## src/rtl/fib_frame_gen.sv

```systemverilog
// Streams a 13-nibble test frame with a caller-chosen count of 4-bit Fibonacci values.
// Optional FIB_GEN_PARALLEL_EN adds frame_data[51:0] holding the whole frame in parallel.
module fib_frame_gen (
    input  logic        clk,
    input  logic        rst_n,
    input  logic        start,
    input  logic [3:0]  fib_count,
    input  logic [7:0]  seed,
    output logic        nib_valid,
    input  logic        nib_ready,
    output logic [3:0]  nib_data,
    output logic        nib_last,
    output logic        busy,
    output logic        done,
    output logic        expected_f,
    output logic        err
`ifdef FIB_GEN_PARALLEL_EN
    ,
    output logic [51:0] frame_data
`endif
);

    typedef enum logic [1:0] {IDLE, SEND, DONE} state_t;

    state_t      state_q, state_d;
    logic [3:0]  rem_fib_q, rem_fib_d;
    logic [3:0]  rem_slots_q, rem_slots_d;
    logic [7:0]  lfsr_q, lfsr_d;
    logic        expf_q, expf_d;
    logic        err_q, err_d;
    logic        accept, handshake, pick_fib;
    logic [3:0]  fib_val, nf_val, nib_val;
    logic [7:0]  lfsr_next;
`ifdef FIB_GEN_PARALLEL_EN
    logic [51:0] frame_q, frame_d;
`endif

    assign accept    = (state_q == IDLE) && start && (fib_count <= 4'd13);
    assign handshake = (state_q == SEND) && nib_ready;
    // Galois form of x^8+x^6+x^5+x^4+1, shifting towards the MSB.
    assign lfsr_next = {lfsr_q[6:0], 1'b0} ^ (lfsr_q[7] ? 8'h71 : 8'h00);

    always_comb begin
        pick_fib = (rem_fib_q == rem_slots_q) || ((rem_fib_q != 4'd0) && lfsr_q[7]);
        case (lfsr_q[2:0])
            3'd0:    fib_val = 4'd0;
            3'd1:    fib_val = 4'd1;
            3'd2:    fib_val = 4'd2;
            3'd3:    fib_val = 4'd3;
            3'd4:    fib_val = 4'd5;
            3'd5:    fib_val = 4'd8;
            3'd6:    fib_val = 4'd13;
            default: fib_val = 4'd0;
        endcase
        case (lfsr_q[6:3])
            4'd0, 4'd9:   nf_val = 4'd4;
            4'd1, 4'd10:  nf_val = 4'd6;
            4'd2, 4'd11:  nf_val = 4'd7;
            4'd3, 4'd12:  nf_val = 4'd9;
            4'd4, 4'd13:  nf_val = 4'd10;
            4'd5, 4'd14:  nf_val = 4'd11;
            4'd6, 4'd15:  nf_val = 4'd12;
            4'd7:         nf_val = 4'd14;
            default:      nf_val = 4'd15;
        endcase
        nib_val = pick_fib ? fib_val : nf_val;
    end

    always_ff @(posedge clk) begin
        if (!rst_n) state_q <= IDLE;
        else        state_q <= state_d;
    end

    always_comb begin
        state_d = state_q;
        case (state_q)
            IDLE:    if (accept) state_d = SEND;
            SEND:    if (handshake && (rem_slots_q == 4'd1)) state_d = DONE;
            DONE:    state_d = IDLE;
            default: state_d = IDLE;
        endcase
    end

    always_comb begin
        nib_valid  = (state_q == SEND);
        nib_last   = (state_q == SEND) && (rem_slots_q == 4'd1);
        nib_data   = (state_q == SEND) ? nib_val : '0;
        busy       = (state_q == SEND) || (state_q == DONE);
        done       = (state_q == DONE);
        expected_f = expf_q;
        err        = err_q;
    end

    always_comb begin
        rem_fib_d   = rem_fib_q;
        rem_slots_d = rem_slots_q;
        lfsr_d      = lfsr_q;
        expf_d      = expf_q;
        err_d       = (state_q == IDLE) && start && (fib_count > 4'd13);
`ifdef FIB_GEN_PARALLEL_EN
        frame_d     = frame_q;
`endif
        if (accept) begin
            rem_fib_d   = fib_count;
            rem_slots_d = 4'd13;
            lfsr_d      = (seed == 8'h00) ? 8'hA5 : seed;
            expf_d      = (fib_count >= 4'd7);
`ifdef FIB_GEN_PARALLEL_EN
            frame_d     = '0;
`endif
        end else if (handshake) begin
            rem_slots_d = rem_slots_q - 4'd1;
            if (pick_fib) rem_fib_d = rem_fib_q - 4'd1;
            lfsr_d = lfsr_next;
`ifdef FIB_GEN_PARALLEL_EN
            // Slot index counts up from nibble 1 as rem_slots counts down from 13.
            for (int unsigned k = 0; k < 13; k++) begin
                if (rem_slots_q == 4'(13 - k)) frame_d[4*k +: 4] = nib_val;
            end
`endif
        end
    end

    always_ff @(posedge clk) begin
        if (!rst_n) begin
            rem_fib_q   <= '0;
            rem_slots_q <= '0;
            lfsr_q      <= 8'hA5;
            expf_q      <= 1'b0;
            err_q       <= 1'b0;
`ifdef FIB_GEN_PARALLEL_EN
            frame_q     <= '0;
`endif
        end else begin
            rem_fib_q   <= rem_fib_d;
            rem_slots_q <= rem_slots_d;
            lfsr_q      <= lfsr_d;
            expf_q      <= expf_d;
            err_q       <= err_d;
`ifdef FIB_GEN_PARALLEL_EN
            frame_q     <= frame_d;
`endif
        end
    end

`ifdef FIB_GEN_PARALLEL_EN
    assign frame_data = frame_q;
`endif

endmodule

```

## config.mk

```make
export PLATFORM = sky130hd
export DESIGN_NAME = fib_frame_gen
export DESIGN_NICKNAME = d
export VERILOG_FILES = /design/src/rtl/fib_frame_gen.sv
export SDC_FILE = /design/constraint.sdc
export NUM_CORES = 1
export LEC_CHECK = 0
export CORE_UTILIZATION = 50
export CTS_BUF_LIST = sky130_fd_sc_hd__clkbuf_4
export DETAILED_ROUTE_END_ITERATION = 6
export PLACE_DENSITY_LB_ADDON = 0.1
export REMOVE_ABC_BUFFERS = 1
export SKIP_LAST_GASP = 1
export SLEW_MARGIN = 5
export SYNTH_ARGS = -nofsm -noshare
export SYNTH_HDL_FRONTEND = slang
export SYNTH_SLANG_ARGS = --single-unit
```

## constraint.sdc

```tcl
create_clock -name clk -period 3.2 [get_ports clk]
set_input_delay 0.48 -clock clk [delete_from_list [all_inputs] [get_ports clk]]
set_output_delay 0.48 -clock clk [all_outputs]
set_load 0.03 [all_outputs]
```

==> results <==
- The layout-stage area growth over the synthesis result is 20.9%.
- Setup repair after global routing left no endpoint under its margin.
- The starting density of the core is 53.9%.
- Setup violations remaining at the end of the flow were counted as 0.
- The kind of cell adding the most delay to the critical path is buffers and inverters.
- The detailed placer's ending HPWL is between 2000 and 3000 um.
- The count of TritonRoute iterations in the first routing pass is 4.
- The fraction of final layout cells with drive strength greater than 1 is 9.77%.
- The routed length on met1 is 1790 um.
- The part of the total power dissipated in combinational logic is 58.8%.
- The clock slew seen by the registers of the worst setup and hold paths is 150 ps.
- For the final routed database, the setup TNS stands at 0 ps.
- In this run the worst path has a maximum fanout of 6.
- The final layout contains 247 nets.
- The tree built by TritonCTS fans out to 24 sinks.
- The horizontal die dimension is 59.8 um.
- The netlist area before placement is 1670 sq um.
- Buffers inserted to repair hold after CTS numbered 0.
- The total area inside the core boundary comes to 3100 sq um.
- The placed standard-cell area is just under 2000 sq um.
- The number of instances in the synthesized netlist is 190.
- In the detailed route, the total length drawn on met3 is 167 um.
- On the final layout, the worst hold slack is approximately 510 ps.
- The time the final worst path needs with I/O delays and setup is slightly below 3000 ps.
- The analysis attributes to net switching a power of 0.768 mW.
- The path type of the worst setup path is register to primary output.
- Per report_power, the sequential group accounts for about 28% of the total.
- In this run the top signal layer used is met4.
- The stage delay of the slowest cell on the critical path is 670 ps.
- On the critical path, the stage with the largest delay is an instance of sky130_fd_sc_hd__clkdlybuf4s50_1.
- The slew at the pin closest to its max-slew limit is 600 ps.
- Sorting the synthesized cells by area gives the leading types as sky130_fd_sc_hd__dfxtp_1, sky130_fd_sc_hd__ha_1, sky130_fd_sc_hd__mux2i_1.
- The height of the chip is ~60 um.
- Synthesis instantiated 47 different standard cells from the library.
- The via count of the first global-routing pass is 1349.
- Net switching is 44.3% of the power.
- The critical path launch point type is a register.
- The tree is rooted in a sky130_fd_sc_hd__clkbuf_4.
- The count of antenna diodes in the layout is 0.
- The initial antenna violation count is 0.
- STA puts the critical path data required time at between 2000 and 3000 ps.
- The maximum ir drop on the vdd rail is around 0.51 mV.
- The internal power component is just under 1 mW.
- The library cells used most frequently in the layout, excluding fill and tap cells, are sky130_fd_sc_hd__clkdlybuf4s50_1, sky130_fd_sc_hd__dfxtp_1, sky130_fd_sc_hd__a21oi_1.
- The number of DRC markers after the initial detailed-route iteration is between 100 and 150.
- TritonCTS built the clock tree.
- In this run the tool buffered the top-level ports with 25 buffer cells.
- The buffer levels on the longest clock path is 2.
- Walking the worst path, the cells encountered are inv_1 -> ha_1 -> inv_1 -> o31ai_4 -> nand2_1 -> mux2i_1 -> nor2b_1 -> clkdlybuf4s50_1.
- After detailed routing, the number of remaining DRC violations is 0.
- The leakage power figure is 0.812 nW.
- The number of top-level pins is 26.
- The path class of the tightest hold or removal check is register to register.
- By instance count, the cell type seen most on the critical path is sky130_fd_sc_hd__inv_1.
- At the later pin of the worst-skew pair, clock insertion delay measures 330 ps.
- Across the run, the number of max-cap violations was 0.
- The flow ran to the end, and the final reports show no timing, DRC or antenna violations.
- Per report_power, the clock group accounts for between 10% and 20% of the total.
- The largest total area in the synthesized netlist belongs to sky130_fd_sc_hd__dfxtp_1.
- The post-route cell area is 2020 sq um.
- The synthesis-stage register bit count is 24.
- The post-layout total power is ~1.7 mW.
- Sequential elements use 28.7% of the synthesized area.
- Between clock sinks in the finished design, the worst skew comes to 9.46 ps.
- The most common library cell in the layout ignoring fill and taps is sky130_fd_sc_hd__clkdlybuf4s50_1.
- Yosys printed 0 warnings.
- Detailed routing placed a total of 1760 um of wire on met2.
- The die area is approximately 3600 sq um.
- The critical path capture point type is a primary output.
- The worst pin sits at a relative slew slack of 59.8%.
- The global-route wire length before repair is 6380 um.
- Derived from the worst setup path, the maximum achievable clock frequency is ~350 MHz.
- Counting both buffers and inverters, the worst setup path holds a total of 3.
- The data arrival time of the critical path is 2420 ps.
- In the finished design, the share of the clock period the worst path needs comes to 90.5%.
- The overall routing resource usage is 23.7%.
- Summed over all layers, the routed wires come to 3800 um.
- Each instance of the synthesized netlist takes up on average 8.80 sq um.
- Summed over all layers, the global routing overflow is 0.
- The average detailed-routed wire length per instance is around 15 um.
- The post-cts repair resize count is 0.
- The floorplan has 20 rows.
- Across all layers, the routed design uses ~1500 vias.
- The final-report hold violation count is 0.
- The number of vias per cell is 5.65.
- Post-CTS timing repair inserted 0 buffers for setup.
- The number of pins exceeding their max-slew limit in the final report is 0.
- The power per unit of standard cell area is 859 nW/um^2.
- Routability-driven placement finished with a final weighted congestion of around 0.93.
- In this run the remaining antenna-violating nets after routing total 0.
- Entering global routing, the biggest net connects 16 pins.
- Counting the buffers created by CTS gives 3.
- The synthesized design devotes to its leading area cell type between 20% and 30% of total area.
- In this run the number of H-tree levels came out at 1.
worst reg2reg max path: cells and delay by family, from the launching register on:
kind	cells	cell delay [ps]
compound gates	3	980
fa+ha+maj	2	760
flops	1	360
simple gates	1	260
mux	1	210
buf+inv	2	170
layer usage:
| metal | vias to the layer above | track usage (%) |
|---|---|---|
| met5 | - | 0 |
| met4 | 0 | 8.97 |
| met3 | 8 | 2.60 |
| met2 | 40 | 37.9 |
| met1 | 684 | 32.5 |
| li1 | 732 | - |
sequential cells by signal, summed over array words and instances, names as in the netlist:
signal       count
rem_fib_q        4
err              1
lfsr_q           8
nf_val           4
state_q          2
rem_slots_q      4
expected_f       1
stage by stage:
step / utilization (%) / instances / setup WS (ps)
final: 65.1 / 259 / 304
after global placement: 63.0 / 255 / 441
after CTS: 64.7 / 259 / 22.0
after detailed placement: 63.0 / 255 / 410
after floorplan: - / 182 / 647
after global routing: 65.1 / 259 / 136
final timing paths:
kind                       to  cells after the start  slack, ps    startpoint
hold / removal      lfsr_q[1]                      2        510     lfsr_q[0]
setup / recovery  nib_data[2]                      8        300  rem_fib_q[1]
hold reg to reg     lfsr_q[1]                      2        510     lfsr_q[0]
setup reg to reg    nf_val[2]                      9        420    state_q[1]
logic make-up after synthesis:
group,after synthesis,share of synthesized area (%)
AOI/OAI and AO/OA,50,23.4
xor gates and xnor gates,15,7.86
adders and majority gates,15,11.2
buffers and inverters,24,6.89
DFF,24,28.7
muxes,11,6.66
and+or+nand+nor,51,15.3
cell usage after synthesis, drive strengths merged:
library cell / count
a31oi: 3
mux2: 1
or3b: 1
or3: 2
a211o: 1
nand2: 14
o311ai: 1
a211oi: 5
xnor2: 11
o211a: 1
clkbuf: 2
inv: 16
nand4: 1
mux2i: 10
o2bb2a: 1
nor3: 5
o31ai: 1
ha: 15
dfxtp: 24
a22o: 2
a2bb2oi: 1
buf: 6
o2111ai: 1
and2: 2
o221ai: 2
a311oi: 2
nand3: 3
and3: 5
a2111oi: 1
nor2: 13
a21oi: 19
a221oi: 1
xor2: 4
o2bb2ai: 3
nor2b: 3
o21ai: 5
nor4: 2
power groups by stage:
stage / clock (mW) / sequential, mW / combinational (mW)
2_1_floorplan: 0 / 0.470 / 0.731
3_3_place_gp: 0 / 0.484 / 0.976
3_5_place_dp: 0 / 0.490 / 0.997
4_1_cts: 0.231 / 0.482 / 1.01
5_1_grt: 0.246 / 0.501 / 1.12
6_report: 0.228 / 0.488 / 1.02
layout make-up:
| class | instances | area [sq um] |
|---|---|---|
| Clock inverter | 1 | 30.0 |
| Inverter | 16 | 62.6 |
| Clock buffer | 3 | 22.5 |
| Multi-Input combinational cell | 142 | 1090 |
| Timing Repair Buffer | 29 | 280 |
| Tap cell | 44 | 55.1 |
| Fill cell | 296 | 1080 |
| Sequential cell | 24 | 480 |
Power figures use the tool's default switching activity.
